[config.mk]
export PLATFORM = sky130hd
export DESIGN_NAME = ldpc_cyc_shift_pipe
export DESIGN_NICKNAME = d
export VERILOG_FILES = /design/src/rtl/ldpc_pkg.sv /design/src/rtl/ldpc_rot_stage.sv /design/src/rtl/ldpc_cyc_shift_pipe.sv
export SDC_FILE = /design/constraint.sdc
export NUM_CORES = 1
export LEC_CHECK = 0
export ABC_AREA = 1
export CORE_MARGIN = 4
export CORE_UTILIZATION = 57
export DETAILED_ROUTE_END_ITERATION = 16
export GPL_TIMING_DRIVEN = 1
export MAX_ROUTING_LAYER = met4
export PLACE_DENSITY = 0.81
export SYNTH_ARGS = -nofsm -noshare
export SYNTH_HDL_FRONTEND = slang
export SYNTH_SLANG_ARGS = --single-unit
[constraint.sdc]
create_clock -name clk -period 1.4 [get_ports clk]
set_input_delay 0.28 -clock clk [delete_from_list [all_inputs] [get_ports clk]]
set_output_delay 0.28 -clock clk [all_outputs]
set_load 0.02 [all_outputs]
[src/rtl/ldpc_pkg.sv]
// Shared definitions for the QC-LDPC datapath: default sizes, the null
// circulant code and the chunk-index helper used by the rotate stages.
package ldpc_pkg;

    localparam int unsigned DATA_W_DEF  = 8;
    localparam int unsigned D_DEF       = 5;
    localparam int unsigned SHIFT_W_DEF = 8;

    // All-ones shift code marks a null circulant (default shift width).
    localparam logic [SHIFT_W_DEF-1:0] NULL_CODE = '1;

    // Source chunk index for output chunk i when rotating by s chunks.
    // dir=0 rotates toward chunk 0, dir=1 toward chunk d-1.
    function automatic int unsigned rot_idx(
        input int unsigned i,
        input int unsigned s,
        input logic        dir,
        input int unsigned d
    );
        int unsigned sm;
        sm = s % d;
        if (dir) begin
            return (i + d - sm) % d;
        end
        return (i + sm) % d;
    endfunction

endpackage

[src/rtl/ldpc_rot_stage.sv]
// One registered log-shifter stage: optionally rotates a pair of vectors by a
// fixed AMT chunks in the selected direction, holding when en is low.
module ldpc_rot_stage
    import ldpc_pkg::*;
#(
    parameter int unsigned DATA_W = DATA_W_DEF,
    parameter int unsigned D      = D_DEF,
    parameter int unsigned AMT    = 1
) (
    input  logic                clk,
    input  logic                rst,
    input  logic                en,
    input  logic                dir,
    input  logic                sel,
    input  logic                src_valid,
    input  logic [DATA_W*D-1:0] src_a,
    input  logic [DATA_W*D-1:0] src_b,
    output logic                dst_valid,
    output logic [DATA_W*D-1:0] dst_a,
    output logic [DATA_W*D-1:0] dst_b
);

    localparam int unsigned VW = DATA_W * D;

    logic [VW-1:0] rot_a;
    logic [VW-1:0] rot_b;

    // Rotated copies of both vectors; bypassed when this stage's shift bit is 0
    always_comb begin
        rot_a = '0;
        rot_b = '0;
        for (int unsigned i = 0; i < D; i++) begin
            if (!sel) begin
                rot_a[i*DATA_W +: DATA_W] = src_a[i*DATA_W +: DATA_W];
                rot_b[i*DATA_W +: DATA_W] = src_b[i*DATA_W +: DATA_W];
            end else if (dir) begin
                rot_a[i*DATA_W +: DATA_W] = src_a[rot_idx(i, AMT, 1'b1, D)*DATA_W +: DATA_W];
                rot_b[i*DATA_W +: DATA_W] = src_b[rot_idx(i, AMT, 1'b1, D)*DATA_W +: DATA_W];
            end else begin
                rot_a[i*DATA_W +: DATA_W] = src_a[rot_idx(i, AMT, 1'b0, D)*DATA_W +: DATA_W];
                rot_b[i*DATA_W +: DATA_W] = src_b[rot_idx(i, AMT, 1'b0, D)*DATA_W +: DATA_W];
            end
        end
    end

    // Stage register: advances (including bubbles) only when the pipe moves
    always_ff @(posedge clk) begin
        if (rst) begin
            dst_valid <= 1'b0;
            dst_a     <= '0;
            dst_b     <= '0;
        end else if (en) begin
            dst_valid <= src_valid;
            dst_a     <= rot_a;
            dst_b     <= rot_b;
        end
    end

endmodule

[src/rtl/ldpc_cyc_shift_pipe.sv]
// Pipelined cyclic shifter between variable-node and check-node units.
// Rotates vtc -> c and ctv -> v by a circulant shift with valid/ready flow
// control; null and out-of-range codes produce the null pattern.
module ldpc_cyc_shift_pipe
    import ldpc_pkg::*;
#(
    parameter int unsigned DATA_W  = DATA_W_DEF,
    parameter int unsigned D       = D_DEF,
    parameter int unsigned SHIFT_W = SHIFT_W_DEF
) (
    input  logic                clk,
    input  logic                rst,
    input  logic                in_valid,
    output logic                in_ready,
    input  logic [SHIFT_W-1:0]  shift,
    input  logic                dir,
    input  logic [DATA_W*D-1:0] vtc,
    input  logic [DATA_W*D-1:0] ctv,
    output logic                out_valid,
    input  logic                out_ready,
    output logic [DATA_W*D-1:0] c,
    output logic [DATA_W*D-1:0] v,
    output logic                err
);

    localparam int unsigned STG  = $clog2(D);
    localparam int unsigned VW   = DATA_W * D;
    localparam int unsigned SELW = STG * (STG + 1) / 2;
    localparam logic [SHIFT_W-1:0] NULL_SHIFT = '1;
    localparam logic [SHIFT_W-1:0] D_CODE     = SHIFT_W'(D);

    // Shift bits are kept in a triangular store: pipeline position p only
    // carries bits p..STG-1, since earlier bits have already been applied.
    function automatic int unsigned sel_off(input int unsigned p);
        return p * STG - (p * (p - 1)) / 2;
    endfunction

    logic           adv;
    logic           is_null;
    logic           is_bad;
    logic [STG-1:0] shift_eff;

    logic           cap_valid;
    logic [VW-1:0]  cap_a;
    logic [VW-1:0]  cap_b;
    logic [SELW-1:0] sel_q;
    logic [STG-1:0] dir_q;

    logic [STG:0]   pv;
    logic [VW-1:0]  pa [0:STG];
    logic [VW-1:0]  pb [0:STG];

    assign adv       = !out_valid || out_ready;
    assign in_ready  = adv;
    assign is_null   = (shift == NULL_SHIFT);
    assign is_bad    = !is_null && (shift >= D_CODE);
    assign shift_eff = (is_null || is_bad) ? '0 : shift[STG-1:0];

    // Input capture; null/illegal beats are replaced by uniform vectors,
    // which every later rotation leaves unchanged
    always_ff @(posedge clk) begin
        if (rst) begin
            cap_valid <= 1'b0;
            cap_a     <= '0;
            cap_b     <= '0;
        end else if (adv) begin
            cap_valid <= in_valid;
            cap_a     <= (is_null || is_bad) ? '1 : vtc;
            cap_b     <= (is_null || is_bad) ? '0 : ctv;
        end
    end

    // Shift bits and direction travel alongside the data through the stages
    always_ff @(posedge clk) begin
        if (rst) begin
            sel_q <= '0;
            dir_q <= '0;
        end else if (adv) begin
            dir_q[0] <= dir;
            for (int unsigned j = 0; j < STG; j++) begin
                sel_q[j] <= shift_eff[j];
            end
            for (int unsigned p = 1; p < STG; p++) begin
                dir_q[p] <= dir_q[p-1];
                for (int unsigned j = p; j < STG; j++) begin
                    sel_q[sel_off(p) + j - p] <= sel_q[sel_off(p-1) + j - p + 1];
                end
            end
        end
    end

    // Sticky flag for any accepted out-of-range shift code
    always_ff @(posedge clk) begin
        if (rst) begin
            err <= 1'b0;
        end else if (in_valid && adv && is_bad) begin
            err <= 1'b1;
        end
    end

    assign pv[0] = cap_valid;
    assign pa[0] = cap_a;
    assign pb[0] = cap_b;

    for (genvar k = 0; k < STG; k++) begin : g_stage
        ldpc_rot_stage #(
            .DATA_W (DATA_W),
            .D      (D),
            .AMT    (2 ** k)
        ) u_stage (
            .clk       (clk),
            .rst       (rst),
            .en        (adv),
            .dir       (dir_q[k]),
            .sel       (sel_q[sel_off(k)]),
            .src_valid (pv[k]),
            .src_a     (pa[k]),
            .src_b     (pb[k]),
            .dst_valid (pv[k+1]),
            .dst_a     (pa[k+1]),
            .dst_b     (pb[k+1])
        );
    end

    assign out_valid = pv[STG];
    assign c         = pa[STG];
    assign v         = pb[STG];

endmodule

=== Yosys cells after proc, flatten, opt, wreduce, memory -nomap -nowiden ===
Cells that the tools add are included.

* Shift operators: 30
* $lt $le $gt $ge: 1
* Multiplexer cells: 114
* Reduce and logical (&&, ||, !) cells: 7
* Eq/ne operators: 1

{| class="wikitable"
|+ Operators with widths
! kind !! count
|-
| 40-bit by 33-bit indexed part select with 8-bit output || 30
|-
| 29-bit two-way mux || 30
|-
| 8-bit two-way mux || 60
|-
| 40-bit two-way mux || 2
|-
| 3-bit two-way mux || 7
|-
| 2-bit two-way mux || 7
|-
| 8-bit == test (second input constant) || 1
|-
| 8-bit by 3-bit greater-or-equal comparator with 1-bit output (second input constant) || 1
|-
| 1-bit two-way mux || 8
|-
| 1-bit logical AND || 3
|-
| 1-bit zero test || 2
|-
| 1-bit logical OR || 2
|}

* Bits in registers: 334
* Logic and storage cells: 168

=== Logic depth before layout (Yosys ltp) ===
* Word-level depth: 8
* Depth in mapped cells: 8
* Depth with buffers taken out: 7

=== Cells and area by module ===
Synthesis repeated with hierarchy kept, for this count alone.

* Cell total of the unflattened synthesis: 2624
* Area total of the unflattened synthesis: 17387.9 um^2

{| class="wikitable"
|+ Modules (own cells, without submodules)
! module !! instances !! area an instance (um^2) !! cells an instance !! sequential area each (um^2)
|-
| ldpc_rot_stage || 3 || 4539.4 || 707 || 1621.6
|-
| ldpc_cyc_shift_pipe || 1 || 3769.9 || 503 || 1821.7
|}

=== Least setup slack after synthesis ===
Ideal clock, no wire load.

* Path type: reg2out
* Start: register g_stage[2].u_stage.dst_valid
* End: output in_ready
* Cell stages (with the launch flop): 6
* Data required time: 1120 ps
* Data arrival time: 1138 ps
* Path slack: -18 ps
* Path buffers: 2
* Path through: dfxtp_1 > inv_1 > nor2_4 > inv_4 > buf_6 > clkbuf_1

* Word-level cells in the longest chain between the ends: 2

{| class="wikitable"
|+ Ends and longest elaborated chain
! element !! line !! text
|-
| from (decl) || ldpc_rot_stage.sv:18 || <nowiki>output logic dst_valid,</nowiki>
|-
| from (signal assigned) || ldpc_rot_stage.sv:53 || <nowiki>dst_valid <= src_valid;</nowiki>
|-
| 1-bit zero test || ldpc_cyc_shift_pipe.sv:53 || <nowiki>assign adv = !out_valid || out_ready;</nowiki>
|-
| 1-bit logical OR || ldpc_cyc_shift_pipe.sv:53 ||
|-
| to (decl) || ldpc_cyc_shift_pipe.sv:14 || <nowiki>output logic in_ready,</nowiki>
|}

No other way between the ends.

=== Worst setup path after layout ===
Same ends and word-level chain as after synthesis.

==> results.cfg <==
[layout]
n_diodes = 0
finalCoreUtilization_pct = 70.8
number_of_nets_in_the_layout = 2445
post-route-cell-area_sq_mm = 0.0192
post_route_cells_drive_above_1_share_pct = 10.0
syn_to_final_growth_pct = 21.5

[grt]
first_pass_grt_wire_length_microns = 72000
first_global_vias = 13700
globalRouteOverflowTotal = 0
antenna_found_initial = 0
global_route.usage.total_pct = 28.6
grt_start_max_net_pins = 104

[route]
dr_total_vias = 16300
detail_route.first_pass.iterations = 7
routedWlPerCell_microns = 16.7
drt_iter0_drc = 2443
drtAntennaViolNets = 0
drcViolationCount = 0
route.detailed.vias_per_inst = 5.94
totalWireLength_microns = 45800

[yosys]
synth.cells.most_frequent = sky130_fd_sc_hd__nand2_1, sky130_fd_sc_hd__dfxtp_1, sky130_fd_sc_hd__o21ai_1
async_flop_share_pct = 0
synth_enable_flop_cells = 0
yosysTopAreaCellShare_pct = 42.3
postSynthCellCount = 2282
yosysSeqAreaShare_pct = 42.3
ys_warn_count = 0
synth.lib_cells_used.distinct = 19
synth_nets = 2375
post_synth_main_area_contributors = sky130_fd_sc_hd__dfxtp_1, sky130_fd_sc_hd__a31oi_1, sky130_fd_sc_hd__o21ai_1
post_synthesis_average_cell_area_sq_um = 6.93
syn-cell-area_sq_mm = 0.0158
yosysMostFrequentCell = sky130_fd_sc_hd__nand2_1
synth_top_area_cell = sky130_fd_sc_hd__dfxtp_1
ys_seq_elements = 334
synth-main-ff-cell = sky130_fd_sc_hd__dfxtp_1

[power]
clkPwrFrac_pct = 42.4
power.leakage_nw = 7.23
internal-power_mw = 16.3
net-switching-power_mw = 5.50
swShare_pct = 25.2
pwr-share-seq_pct = 47.5
power.density_cell_area_mw_per_mm2 = 1140
vdd.ir_drop.worst_mv = 0.712
p_comb_share_pct = 10.1

[clocking]
cts.path.max_buffers = 3
cts-buffers-inserted = 35
ctsRootBufferMaster = sky130_fd_sc_hd__clkbuf_16
clkSinkCount = 334
tritoncts = yes
cts_hold_buffers = 0
worstSkewPairLatency_ns = 0.52
htree_levels = 2
clkSlewWorstSetupHoldPaths_ns = 0.06

[setup_path]
worstPathMaxFanout = 4
cp-end-kind = output port
arrival_ns = 1.28
reg2regPathDepth = 7
timing_worst_setup_path_type = reg -> out
crit_path_cell_chain = inv_2 -> nor2_4 -> inv_16 -> buf_6
cp_top_family = flip-flops
worstPathBufferInverterCount = 3
crit-reg2reg-capture = g_stage[0].u_stage.dst_a[12]$_SDFFE_PP0N_
critPathRequiredTime_ns = 1.12
setup.reg_to_reg.worst_slack_ns = -0.12
cp-start-kind = register
max_stage_delay_on_crit_path_ns = 0.33
critical_path.reg2reg.startpoint = g_stage[2].u_stage.dst_valid$_SDFFE_PP0N_
highest_delay_cell_along_the_critical_path = sky130_fd_sc_hd__dfxtp_2

[placed_design]
dp.final_hpwl_microns = 29400
routabilityCongestion = 0.882
dpl_cell_area_sq_mm = 0.0180
detailedPlace.worstSlack_ns = -0.483
io_buffers = 175

[status]
status = finished, violations left
violated_checks = negative setup slack

[hold_path]
worst_hold_startpoint = ctv[27]
hp-class = in -> reg
worst_hold_path_depth = 3
endpoint_of_the_worst_hold_path = cap_b[27]$_SDFFE_PP0N_

[floorplanning]
chipWidth_microns = 175
fp.coreArea_sq_mm = 0.0271
start_util_pct = 58.3
fp.dieH_microns = 175
die_area_sq_mm = 0.0305
core.rowCount = 60
io-pin-count = 176

[sta]
timing.max_slew.rel_slack_pct = 72.9
shortest_period_the_worst_path_allows_ns = 1.56
report.final.slew_viol_count = 0
post-route-period-util_pct = 111
worstMarginPinSlew_ns = 0.407
final.setup.tns_ns = -9.15
finalSetupViolations = 210
hold_violations = 0
grt_setup_unrepaired = yes
final.setup.worst_slack_ns = -0.156
max_clock_freq_mhz = 643
largest_clock_skew_in_the_final_design_ns = 0.0139

[job]
cap_viol_max_count = 0
## layer usage
layer | vias to the layer above | wire (microns) | global-route usage (%)
li1 | 8046 | - | -
met1 | 7373 | 22500 | 45.6
met5 | - | 0 | -
met3 | 70 | 4200 | 4.11
met2 | 842 | 18400 | 37.7
met4 | 0 | 786 | 6.15
## state kept, by name, indices dropped and copies added (netlist names)
signal,count
g_stage.u_stage.dst_b,120
g_stage.u_stage.dst_a,120
cap_valid,1
cap_a,40
sel_q,6
g_stage.u_stage.dst_valid,3
cap_b,40
dir_q,3
err,1
## layout by cell type, fill, tap and decap left out, drive strengths merged
| master | Yosys | final |
|---|---|---|
| bufbuf | 0 | 3 |
| buf | 101 | 134 |
| or2 | 15 | 15 |
| clkinv | 0 | 8 |
| nand3 | 41 | 41 |
| clkbuf | 118 | 52 |
| o21ai | 531 | 531 |
| nor2 | 140 | 140 |
| clkdlybuf4s50 | 0 | 92 |
| clkdlybuf4s15 | 0 | 20 |
| inv | 158 | 160 |
| bufinv | 0 | 2 |
| a21oi | 249 | 249 |
| a31oi | 240 | 240 |
| clkinvlp | 0 | 1 |
| nand2 | 355 | 355 |
| dfxtp | 334 | 334 |
## power by group through the flow
stage	Sequential (mW)	Clock [mW]	Combinational [mW]
2_1_floorplan	10.5	0	1.26
3_3_place_gp	10.5	0	2.14
3_5_place_dp	10.5	0	2.17
4_1_cts	10.3	9.31	2.16
5_1_grt	10.4	9.69	2.43
6_report	10.3	9.24	2.20
## through the flow
stage	hold slack, ns	instances	total power [mW]
2_1_floorplan	0.349	2282	11.7
3_3_place_gp	0.445	2676	12.7
3_5_place_dp	0.456	2676	12.7
4_1_cts	0.304	2744	21.8
5_1_grt	0.327	2749	22.5
6_report	0.312	2749	21.8
## worst max path at each step
stage	from	end	slack, ns	depth (start not counted)
finish	g_stage[2].u_stage.dst_valid$_SDFFE_PP0N_	in_ready	-0.16	4
global route	g_stage[2].u_stage.dst_valid$_SDFFE_PP0N_	in_ready	-0.21	4
CTS	g_stage[2].u_stage.dst_valid$_SDFFE_PP0N_	in_ready	-0.19	4
detailed placement	out_ready	cap_a[4]$_SDFFE_PP0N_	-0.48	8
global placement	out_ready	in_ready	-0.45	4
floorplan	g_stage[2].u_stage.dst_valid$_SDFFE_PP0N_	in_ready	0.02	5
## area by class of cell
class	instances	area [sq um]
clock buffer	49	1010
inverter	158	622
timing repair buffer	252	2670
multi-input combinational	1571	7600
tap	372	465
fill	2157	7910
sequential	334	6690
clock inverter	13	129
## tightest hold or removal path, stage by stage
cell	delay, ns
sky130_fd_sc_hd__clkdlybuf4s50_1	0.39
sky130_fd_sc_hd__nand2_1	0.06
sky130_fd_sc_hd__a21oi_1	0.05
## cell families (layout without fill, tap and decap cells)
group,Yosys count,count (layout),share of synthesized area (%)
compound gates,1020,1020,34.2
simple gates,551,551,13.7
buf+inv,377,472,9.78
flops,334,334,42.3
## repair_timing
action / in CTS / in global routing
setup buffers: 2 / 2
pin swaps: 1 / 1
gates resized for setup: 330 / 11
cloned: 5 / 3
setup endpoints to repair: 314 / 342
No activity file was read; power rests on OpenSTA's default activity.
